**src/rtl/conv_edge_collector_if.sv**
```systemverilog
// Bundle of the east-edge column input and the outgoing word stream.
// The "master" modport is the collector's view; "slave" is the mesh/downstream side.
interface conv_edge_collector_if #(
   parameter int MESH_HEIGHT = 20,
   parameter int DATA_W      = 12,
   parameter int FRAME_COLS  = 20
);
   localparam int ROW_W = (MESH_HEIGHT > 1) ? $clog2(MESH_HEIGHT) : 1;
   localparam int COL_W = (FRAME_COLS > 1) ? $clog2(FRAME_COLS) : 1;

   logic [MESH_HEIGHT*DATA_W-1:0] i_col;
   logic                          i_col_valid;
   logic                          o_col_ready;
   logic [DATA_W-1:0]             o_data;
   logic [ROW_W-1:0]              o_row;
   logic [COL_W-1:0]              o_col;
   logic                          o_valid;
   logic                          i_ready;
   logic                          o_last;
   logic                          o_frame_done;
   logic                          o_overflow;

   modport master (
      input  i_col, i_col_valid, i_ready,
      output o_col_ready, o_data, o_row, o_col, o_valid, o_last, o_frame_done, o_overflow
   );

   modport slave (
      output i_col, i_col_valid, i_ready,
      input  o_col_ready, o_data, o_row, o_col, o_valid, o_last, o_frame_done, o_overflow
   );
endinterface

```
**src/rtl/conv_edge_collector.sv**
```systemverilog
// Collects whole columns from the mesh east edge into two ping-pong banks and
// replays them as a column-major word stream tagged with row/column indices.
module conv_edge_collector #(
   parameter int MESH_HEIGHT = 20,
   parameter int DATA_W      = 12,
   parameter int FRAME_COLS  = 20
) (
   input  logic                  ck,
   input  logic                  res,
   conv_edge_collector_if.master bus
);
   localparam int ROW_W    = (MESH_HEIGHT > 1) ? $clog2(MESH_HEIGHT) : 1;
   localparam int COL_W    = (FRAME_COLS > 1) ? $clog2(FRAME_COLS) : 1;
   localparam int COLUMN_W = MESH_HEIGHT * DATA_W;
   localparam logic [ROW_W-1:0] LAST_ROW = ROW_W'(MESH_HEIGHT - 1);
   localparam logic [COL_W-1:0] LAST_COL = COL_W'(FRAME_COLS - 1);

   typedef enum logic [1:0] {IDLE, STREAM, DONE} state_t;

   state_t               state_reg, state_next;
   logic [COLUMN_W-1:0]  bank_reg [2];
   logic                 wr_bank_reg, wr_bank_next;
   logic                 rd_bank_reg, rd_bank_next;
   logic [1:0]           cnt_reg, cnt_next;
   logic [COL_W-1:0]     col_reg, col_next;
   logic [DATA_W-1:0]    data_reg, data_next;
   logic [ROW_W-1:0]     row_reg, row_next;
   logic [COL_W-1:0]     ocol_reg, ocol_next;
   logic                 valid_reg, valid_next;
   logic                 last_reg, last_next;
   logic                 overflow_reg, overflow_next;

   logic                 col_ready;
   logic                 capture;
   logic                 transfer;
   logic                 release_bank;
   logic                 do_load;
   logic                 load_bank;
   logic [ROW_W-1:0]     load_row;
   logic [COL_W-1:0]     load_col;
   logic [COLUMN_W-1:0]  load_src;
   logic [COL_W-1:0]     col_inc;

   assign col_ready = (cnt_reg < 2'd2);
   assign capture   = bus.i_col_valid && col_ready;
   assign transfer  = valid_reg && bus.i_ready;
   assign col_inc   = (col_reg == LAST_COL) ? '0 : col_reg + COL_W'(1);

   // Next-state, counters and output-register loads. A load from the bank being
   // written on this very edge is bypassed from i_col so the first word has
   // one-cycle latency and ping-pong handover has no bubble.
   always_comb begin
      state_next    = state_reg;
      wr_bank_next  = wr_bank_reg;
      rd_bank_next  = rd_bank_reg;
      col_next      = col_reg;
      data_next     = data_reg;
      row_next      = row_reg;
      ocol_next     = ocol_reg;
      valid_next    = valid_reg;
      last_next     = last_reg;
      overflow_next = overflow_reg | (bus.i_col_valid & ~col_ready);
      release_bank  = 1'b0;
      do_load       = 1'b0;
      load_bank     = rd_bank_reg;
      load_row      = '0;
      load_col      = col_reg;
      load_src      = '0;

      if (capture) begin
         wr_bank_next = ~wr_bank_reg;
      end

      case (state_reg)
         IDLE: begin
            if (cnt_reg != 2'd0 || capture) begin
               do_load    = 1'b1;
               state_next = STREAM;
            end
         end
         STREAM: begin
            if (transfer) begin
               if (row_reg == LAST_ROW) begin
                  release_bank = 1'b1;
                  rd_bank_next = ~rd_bank_reg;
                  col_next     = col_inc;
                  if (last_reg) begin
                     valid_next = 1'b0;
                     last_next  = 1'b0;
                     row_next   = '0;
                     state_next = DONE;
                  end else if (cnt_reg == 2'd2 || capture) begin
                     do_load   = 1'b1;
                     load_bank = ~rd_bank_reg;
                     load_col  = col_inc;
                  end else begin
                     valid_next = 1'b0;
                     last_next  = 1'b0;
                     row_next   = '0;
                     state_next = IDLE;
                  end
               end else begin
                  do_load  = 1'b1;
                  load_row = row_reg + ROW_W'(1);
               end
            end
         end
         DONE: begin
            if (cnt_reg != 2'd0) begin
               do_load    = 1'b1;
               state_next = STREAM;
            end else begin
               state_next = IDLE;
            end
         end
         default: state_next = IDLE;
      endcase

      case ({capture, release_bank})
         2'b10:   cnt_next = cnt_reg + 2'd1;
         2'b01:   cnt_next = cnt_reg - 2'd1;
         default: cnt_next = cnt_reg;
      endcase

      if (do_load) begin
         load_src   = (capture && (wr_bank_reg == load_bank)) ? bus.i_col : bank_reg[load_bank];
         data_next  = load_src[load_row*DATA_W +: DATA_W];
         row_next   = load_row;
         ocol_next  = load_col;
         valid_next = 1'b1;
         last_next  = (load_row == LAST_ROW) && (load_col == LAST_COL);
      end
   end

   // Control and output registers; reset aborts streaming and discards buffered columns.
   always_ff @(posedge ck or negedge res) begin
      if (!res) begin
         state_reg    <= IDLE;
         wr_bank_reg  <= 1'b0;
         rd_bank_reg  <= 1'b0;
         cnt_reg      <= 2'd0;
         col_reg      <= '0;
         data_reg     <= '0;
         row_reg      <= '0;
         ocol_reg     <= '0;
         valid_reg    <= 1'b0;
         last_reg     <= 1'b0;
         overflow_reg <= 1'b0;
      end else begin
         state_reg    <= state_next;
         wr_bank_reg  <= wr_bank_next;
         rd_bank_reg  <= rd_bank_next;
         cnt_reg      <= cnt_next;
         col_reg      <= col_next;
         data_reg     <= data_next;
         row_reg      <= row_next;
         ocol_reg     <= ocol_next;
         valid_reg    <= valid_next;
         last_reg     <= last_next;
         overflow_reg <= overflow_next;
      end
   end

   // Column banks: a whole column lands in one edge; contents are only
   // meaningful while counted in cnt_reg, so they need no reset.
   always_ff @(posedge ck) begin
      if (capture) begin
         bank_reg[wr_bank_reg] <= bus.i_col;
      end
   end

   assign bus.o_col_ready  = col_ready;
   assign bus.o_data       = data_reg;
   assign bus.o_row        = row_reg;
   assign bus.o_col        = ocol_reg;
   assign bus.o_valid      = valid_reg;
   assign bus.o_last       = last_reg;
   assign bus.o_frame_done = (state_reg == DONE);
   assign bus.o_overflow   = overflow_reg;
endmodule

```
**src/flat_wrapper.sv**
```systemverilog
// flat-port wrapper written by rule: the top's interface ports become plain ports
module conv_edge_collector_flat 
#(
   parameter int MESH_HEIGHT = 20,
   parameter int DATA_W      = 12,
   parameter int FRAME_COLS  = 20
)
  (ck, res, bus_i_col, bus_i_col_valid, bus_i_ready, bus_o_col_ready, bus_o_data, bus_o_row, bus_o_col, bus_o_valid, bus_o_last, bus_o_frame_done, bus_o_overflow);
  conv_edge_collector_if #(.MESH_HEIGHT(MESH_HEIGHT), .DATA_W(DATA_W), .FRAME_COLS(FRAME_COLS)) bus_i ();
  input  logic ck;
  input  logic res;
  input wire logic [$bits(bus_i.i_col)-1:0] bus_i_col;
  input wire logic [$bits(bus_i.i_col_valid)-1:0] bus_i_col_valid;
  input wire logic [$bits(bus_i.i_ready)-1:0] bus_i_ready;
  output wire logic [$bits(bus_i.o_col_ready)-1:0] bus_o_col_ready;
  output wire logic [$bits(bus_i.o_data)-1:0] bus_o_data;
  output wire logic [$bits(bus_i.o_row)-1:0] bus_o_row;
  output wire logic [$bits(bus_i.o_col)-1:0] bus_o_col;
  output wire logic [$bits(bus_i.o_valid)-1:0] bus_o_valid;
  output wire logic [$bits(bus_i.o_last)-1:0] bus_o_last;
  output wire logic [$bits(bus_i.o_frame_done)-1:0] bus_o_frame_done;
  output wire logic [$bits(bus_i.o_overflow)-1:0] bus_o_overflow;
  assign bus_i.i_col = bus_i_col;
  assign bus_i.i_col_valid = bus_i_col_valid;
  assign bus_i.i_ready = bus_i_ready;
  assign bus_o_col_ready = bus_i.o_col_ready;
  assign bus_o_data = bus_i.o_data;
  assign bus_o_row = bus_i.o_row;
  assign bus_o_col = bus_i.o_col;
  assign bus_o_valid = bus_i.o_valid;
  assign bus_o_last = bus_i.o_last;
  assign bus_o_frame_done = bus_i.o_frame_done;
  assign bus_o_overflow = bus_i.o_overflow;
  conv_edge_collector #(.MESH_HEIGHT(MESH_HEIGHT), .DATA_W(DATA_W), .FRAME_COLS(FRAME_COLS)) u_core (.ck(ck), .res(res), .bus(bus_i));
endmodule
```
**config.mk**
```make
export PLATFORM = sky130hd
export DESIGN_NAME = conv_edge_collector_flat
export DESIGN_NICKNAME = d
export VERILOG_FILES = /design/src/rtl/conv_edge_collector_if.sv /design/src/rtl/conv_edge_collector.sv /design/src/flat_wrapper.sv
export SDC_FILE = /design/constraint.sdc
export NUM_CORES = 1
export LEC_CHECK = 0
export CAP_MARGIN = 20
export CORE_MARGIN = 1.5
export CORE_UTILIZATION = 48
export CTS_CLUSTER_SIZE = 10
export DETAILED_ROUTE_END_ITERATION = 7
export GPL_TIMING_DRIVEN = 0
export MAX_ROUTING_LAYER = met4
export PLACE_DENSITY = 0.82
export SKIP_CTS_REPAIR_TIMING = 1
export SYNTH_ARGS = -nofsm -noshare
export SYNTH_HDL_FRONTEND = slang
export SYNTH_SLANG_ARGS = --single-unit
```
**constraint.sdc**
```tcl
create_clock -name ck -period 11.73 [get_ports ck]
set_input_delay 1.173 -clock ck [delete_from_list [all_inputs] [get_ports ck]]
set_output_delay 1.173 -clock ck [all_outputs]
set_load 0.02 [all_outputs]
```
# ---- After elaboration in Yosys (flattened, before gate mapping)
# Memory sizes are Yosys's and may differ from the RTL's.
# Cells that the tools add are included.
dict set report op_classes {
  addsub 4
  n_mul 1
  magnitude_cmp 1
  n_eq_ne 15
  n_shift 1
  mux 51
  bitwise_logic 5
  n_reduce_logical 16
}
# op count
set ops {}
lappend ops {{$mux 240} 1}
lappend ops {{$shiftx 240x10->12} 1}
lappend ops {{$mux 5} 15}
lappend ops {{$mux 1} 27}
lappend ops {{$eq 5x5->1 const B} 4}
lappend ops {{$add 5x1->5 const B} 2}
lappend ops {{$mux 2} 5}
lappend ops {{$reduce_bool 2->1} 5}
lappend ops {{$reduce_and 4->1} 2}
lappend ops {{$mul 5x2->7 const B} 1}
lappend ops {{$eq 2x2->1 const B} 3}
lappend ops {{$ne 2x1->1 const B} 3}
lappend ops {{$pmux 2 s3} 1}
lappend ops {{$reduce_and 3->1} 2}
lappend ops {{$eq 2x1->1 const B} 2}
lappend ops {{$logic_and 1x1->1} 4}
lappend ops {{$pmux 2 s2} 1}
lappend ops {{$ne 3x1->1 const B} 1}
lappend ops {{$ne 3x2->1 const B} 1}
lappend ops {{$not 1->1} 3}
lappend ops {{$pmux 1 s3} 1}
lappend ops {{$add 2x1->2 const B} 1}
lappend ops {{$logic_not 2->1} 1}
lappend ops {{$logic_or 1x1->1} 2}
lappend ops {{5 further kinds} 5}
dict set report word_totals {
  regBits 36
  ramBits 480
  in_bits 244
  out_inout_bits 27
  word_cells 106
  n_memories 1
}
# memory depth word_bits read_ports rd_clocked_by_memory_dff write_ports line
set memory_table {}
lappend memory_table {u_core.bank_reg 2 240 1 0 1 conv_edge_collector.sv:21} ;# logic [COLUMN_W-1:0] bank_reg [2];

# ---- Depth between registers and ports, before layout
dict set report depth {
  word_depth 12
  depth_mapped 13
}

# ---- Least setup slack after synthesis
# OpenSTA, ideal clock, no wires.
dict set report synth_timing {
  kind {input to register}
  start {input bus_i_col_valid}
  end {memory u_core.bank_reg[0][0] (netlist bit), enable pin}
  t_arrival_ps 11378
  required_time_ps 10884
  setup_slack_ps -494
  cell_stages 3
  cell_sequence {nand2b_1 > clkbuf_1 > nor2_1}
}
dict set report synth_via {
  elab_chain_len 3
}
# element line
set synth_lines {}
lappend synth_lines {{start: declaration} flat_wrapper.sv:13} ;# input wire logic [$bits(bus_i.i_col_valid)-1:0] bus_i_col_valid;
lappend synth_lines {{$logic_and 1x1->1} conv_edge_collector.sv:45} ;# assign capture = bus.i_col_valid && col_ready;
lappend synth_lines {{$mux 1} conv_edge_collector.sv:167} ;# if (capture) begin
lappend synth_lines {{$mux 1 (not written as such)} conv_edge_collector.sv:168} ;# bank_reg[wr_bank_reg] <= bus.i_col;
lappend synth_lines {{end: declaration} conv_edge_collector.sv:21}
# Every way passes these cells.

# ---- Final worst setup path
dict set report layout_timing {
  start {input bus_i_ready}
  end {register u_core.data_reg[2] (netlist: u_core.bus.o_data[2])}
}
dict set report layout_via {
  elab_chain_len 7
  elab_cells_between_ends 13
}
# element line
set layout_lines {}
lappend layout_lines {{start: declaration} flat_wrapper.sv:14} ;# input wire logic [$bits(bus_i.i_ready)-1:0] bus_i_ready;
lappend layout_lines {{$logic_and 1x1->1 *} conv_edge_collector.sv:46} ;# assign transfer = valid_reg && bus.i_ready;
lappend layout_lines {{branches (longest 6 deep; another with $mul 5x2->7)} --}
lappend layout_lines {{end signal: assignment} conv_edge_collector.sv:155} ;# data_reg <= data_next;
lappend layout_lines {{end: declaration} conv_edge_collector.sv:26} ;# logic [DATA_W-1:0] data_reg, data_next;
# Mark *: on every way between the ends.
# A chain may end at the register's enable or synchronous reset.

==> key figures <==
Logic synthesis
  – Synth Cell Area: 22150 µm²
  – EDFF count, synth: 480
  – Synth cell types: 60
  – Synthesized net count: 1677
  – Sequential area share after synthesis: 0.6915
  – Yosys reg bits: 516
  – Synthesized area per cell: 15.49 µm²
  – Yosys warns: 0
  – Post-Synthesis Cells: 1430
  – Ys async rst share: 0.06977
  – Main flop type after synthesis: edfxtp_1

Power and ir drop
  – Pwr Total: 6.295 mW
  – Switching Fraction: 0.3621
  – Leakage: 9.269 nW
  – Pwr dens: 228.1 nW/µm²
  – Net Switching: 2.280 mW
  – Clk pwr share: 0.256
  – Combinational cell fraction of total power: 0.357
  – Internal: 4.016 mW
  – VDD IR max: 152.2 µV
  – Reg power frac: 0.386

Worst setup path
  – Cell family with most CP delay: buffers and inverters
  – Slowest cell on the critical path: nor3_1
  – CP required: 12270 ps
  – Worst EP arrival: 6260 ps
  – Critical Path End Type: flop
  – CP max stage delay: 1020 ps
  – Max FO, Critical Path: 10
  – CP Class: in -> reg
  – Critical path's most frequent cell: buf_2
  – Type of origin of the critical path: primary input
  – Buffers & Inverters on Critical Path: 4
  – Crit path cell chain: clkdlybuf4s50_1 > nand4b_1 > nor3_1 > buf_2 > buf_2 > clkbuf_1 > nand2_1 > nand3_1 > a21oi_1 > a31oi_1 > a211o_1

Finish
  – Area grow syn2layout: 24.63%
  – Commonest non-fill, non-tap cell in the layout: edfxtp_1
  – Finished layout cell area: 27600 µm²
  – Area of the multi-input gates: 6411 µm²
  – Filler Cell Count: 3349
  – Commonest cells after routing, fill and taps aside: edfxtp_1, clkdlybuf4s50_1, nand2_1
  – Max FFs per register: 480
  – Sequential cell area: 15310 µm²
  – Layout cell share with drive strength beyond 1: 0.1120
  – Finished Layout Cells: 2422
  – NumNets Final: 2025

Clock network
  – Clock root cell: clkbuf_16
  – CTS HTree Levels: 2
  – Maximum clock path buffer count: 3
  – CTS tree: done
  – Worst-path clk slew: 50 ps
  – Sink Count: 516
  – Num CTS Buffers: 57
  – Worst skew pair latency: 630 ps

Placed design
  – Placed Cells: 2317
  – Port bufs: 270
  – Placed Area: 25940 µm²
  – Placed wire-length estimate: 52530 µm
  – Routability cong.: 1.006

Global routing
  – Vias in the first global route: 15.61k
  – Initial antenna violation count: 8
  – Remaining global-route overflow: 0
  – First-pass GRT wire length: 105500 µm
  – Largest net degree at the start of global routing: 60
  – Total Routing Usage GR: 0.3256

Routing
  – Total Wirelength: 74870 µm
  – DRT antenna net count: 0
  – Drt wl/cell: 30.91 µm
  – Remaining routing DRC violations: 0
  – Vias: 15.80k
  – Vias/cell: 6.523
  – Drt first pass iters: 6
  – Initial detailed-routing violation count: 2593

Timing
  – Final Skew: 33.37 ps
  – Max Freq: 174.7 MHz
  – Final count of negative-setup-slack endpoints: 0
  – Crit path time final: 5725 ps
  – RSZ-0062 raised after global routing: no
  – Final hold vios: 0
  – Final Cycle Share: 0.4881
  – Slew Limit Headroom: 0.1686
  – Tightest Pin Transition: 1247 ps
  – Final Max Slew Viols: 0

Min path
  – Class of the worst hold path: reg -> reg

Floorplan
  – Die Span X: 217.8 µm
  – Initial Utilization: 0.4870
  – Io pins: 271
  – Std cell rows: 78
  – DIE AREA: 47440 µm²
  – Core footprint: 45480 µm²
  – Die height: 217.8 µm

Flow run
  – Max-cap violations: 0

Status
  – Status: complete, no violations
## per-layer routing
metal / wire length, µm / GRT usage / up-vias
li1: - / - / 6386
met1: 26480 / 0.4189 / 7762
met2: 34160 / 0.4826 / 1411
met3: 9891 / 0.07671 / 239
met4: 4337 / 0.1740 / 0
met5: 0 / - / -
## metrics by stage
stage	setup WS [ps]	util	setup TNS, ps	hold WS, ps
finish	6005	0.6069	0	464.0
floorplan	3579	-	0	497.8
global placement	-150.0	0.5630	-29880	450.0
detailed placement	5597	0.5705	0	457.5
global route	5868	0.6069	0	494.6
CTS	6211	0.6059	0	469.7
## cell type report
class | count | share of cell area
Antenna cell | 10 | 0.0009066
Buffer | 89 | 0.01491
Clock buffer | 91 | 0.05707
Clock inverter | 2 | 0.001315
Inverter | 6 | 0.0008159
Multi-Input combinational cell | 819 | 0.2323
Sequential cell | 516 | 0.5548
Tap cell | 600 | 0.02720
Timing Repair Buffer | 289 | 0.1107
## logic make-up (layout without fill, tap and decap cells)
kind of cell / Yosys count / after routing / share of synthesized area
flops: 516 / 516 / 0.6915
mux: 182 / 182 / 0.1329
fa+ha+maj: 3 / 3 / 0.001695
buf+inv: 95 / 477 / 0.01960
compound gates: 220 / 220 / 0.06955
xor+xnor: 14 / 14 / 0.006497
simple gates: 400 / 400 / 0.07830
other cells: 0 / 10 / 0
## power groups by stage
stage               Clock [mW]  Combinational, mW  Sequential (mW)
finish                    1.61               2.25             2.43
global route              1.68               2.29             2.45
CTS                       1.61               2.17             2.43
detailed placement           0               2.16             2.46
global placement             0               2.07             2.56
floorplan                    0               1.15             2.54
## cell usage after synthesis (3+ instances only)
library cell	instances	area, µm²
a211o_1	7	61.31
a211oi_1	6	45.04
a21o_1	8	60.06
a21oi_1	48	240.2
a221o_1	5	50.05
a221oi_1	15	131.4
a22o_1	6	52.55
a22oi_1	22	165.2
a31oi_1	34	212.7
a32oi_1	14	122.6
and2_1	5	31.28
and3_1	4	25.02
buf_1	6	22.52
buf_2	14	70.07
buf_4	4	30.03
buf_6	6	67.56
clkbuf_1	59	221.5
dfrtp_1	36	900.9
edfxtp_1	480	14410
ha_1	3	37.54
inv_1	6	22.52
mux2_2	3	33.78
mux2i_1	90	900.9
mux4_2	88	1982
nand2_1	250	938.4
nand2b_1	4	25.02
nand3_1	69	345.3
nand4_1	15	93.84
nor2_1	29	108.9
nor2b_1	5	31.28
nor3_1	5	25.02
nor4_1	3	18.77
o2111ai_1	3	26.28
o21ai_0	16	80.08
o221ai_1	8	70.07
o22ai_1	14	87.58
o32ai_1	3	26.28
xnor2_1	9	78.83
xor2_1	3	26.28
## path summary, 6_finish.rpt
kind                                             from               endpoint  slack, ps  cells past startpoint
worst max-delay path                      bus_i_ready   u_core.bus.o_data[2]       6000                     11
worst min-delay path            u_core.bus.o_overflow  u_core.bus.o_overflow        460                      1
min in group asynchronous                         res   u_core.bus.o_data[6]        520                      2
worst max register to register    u_core.bus.o_row[1]   u_core.bus.o_data[2]       6350                     13
worst min register to register  u_core.bus.o_overflow  u_core.bus.o_overflow        460                      1
max in group asynchronous                         res  u_core.bus.o_data[11]      11000                      2
No activity file was read; power rests on OpenSTA's default activity.
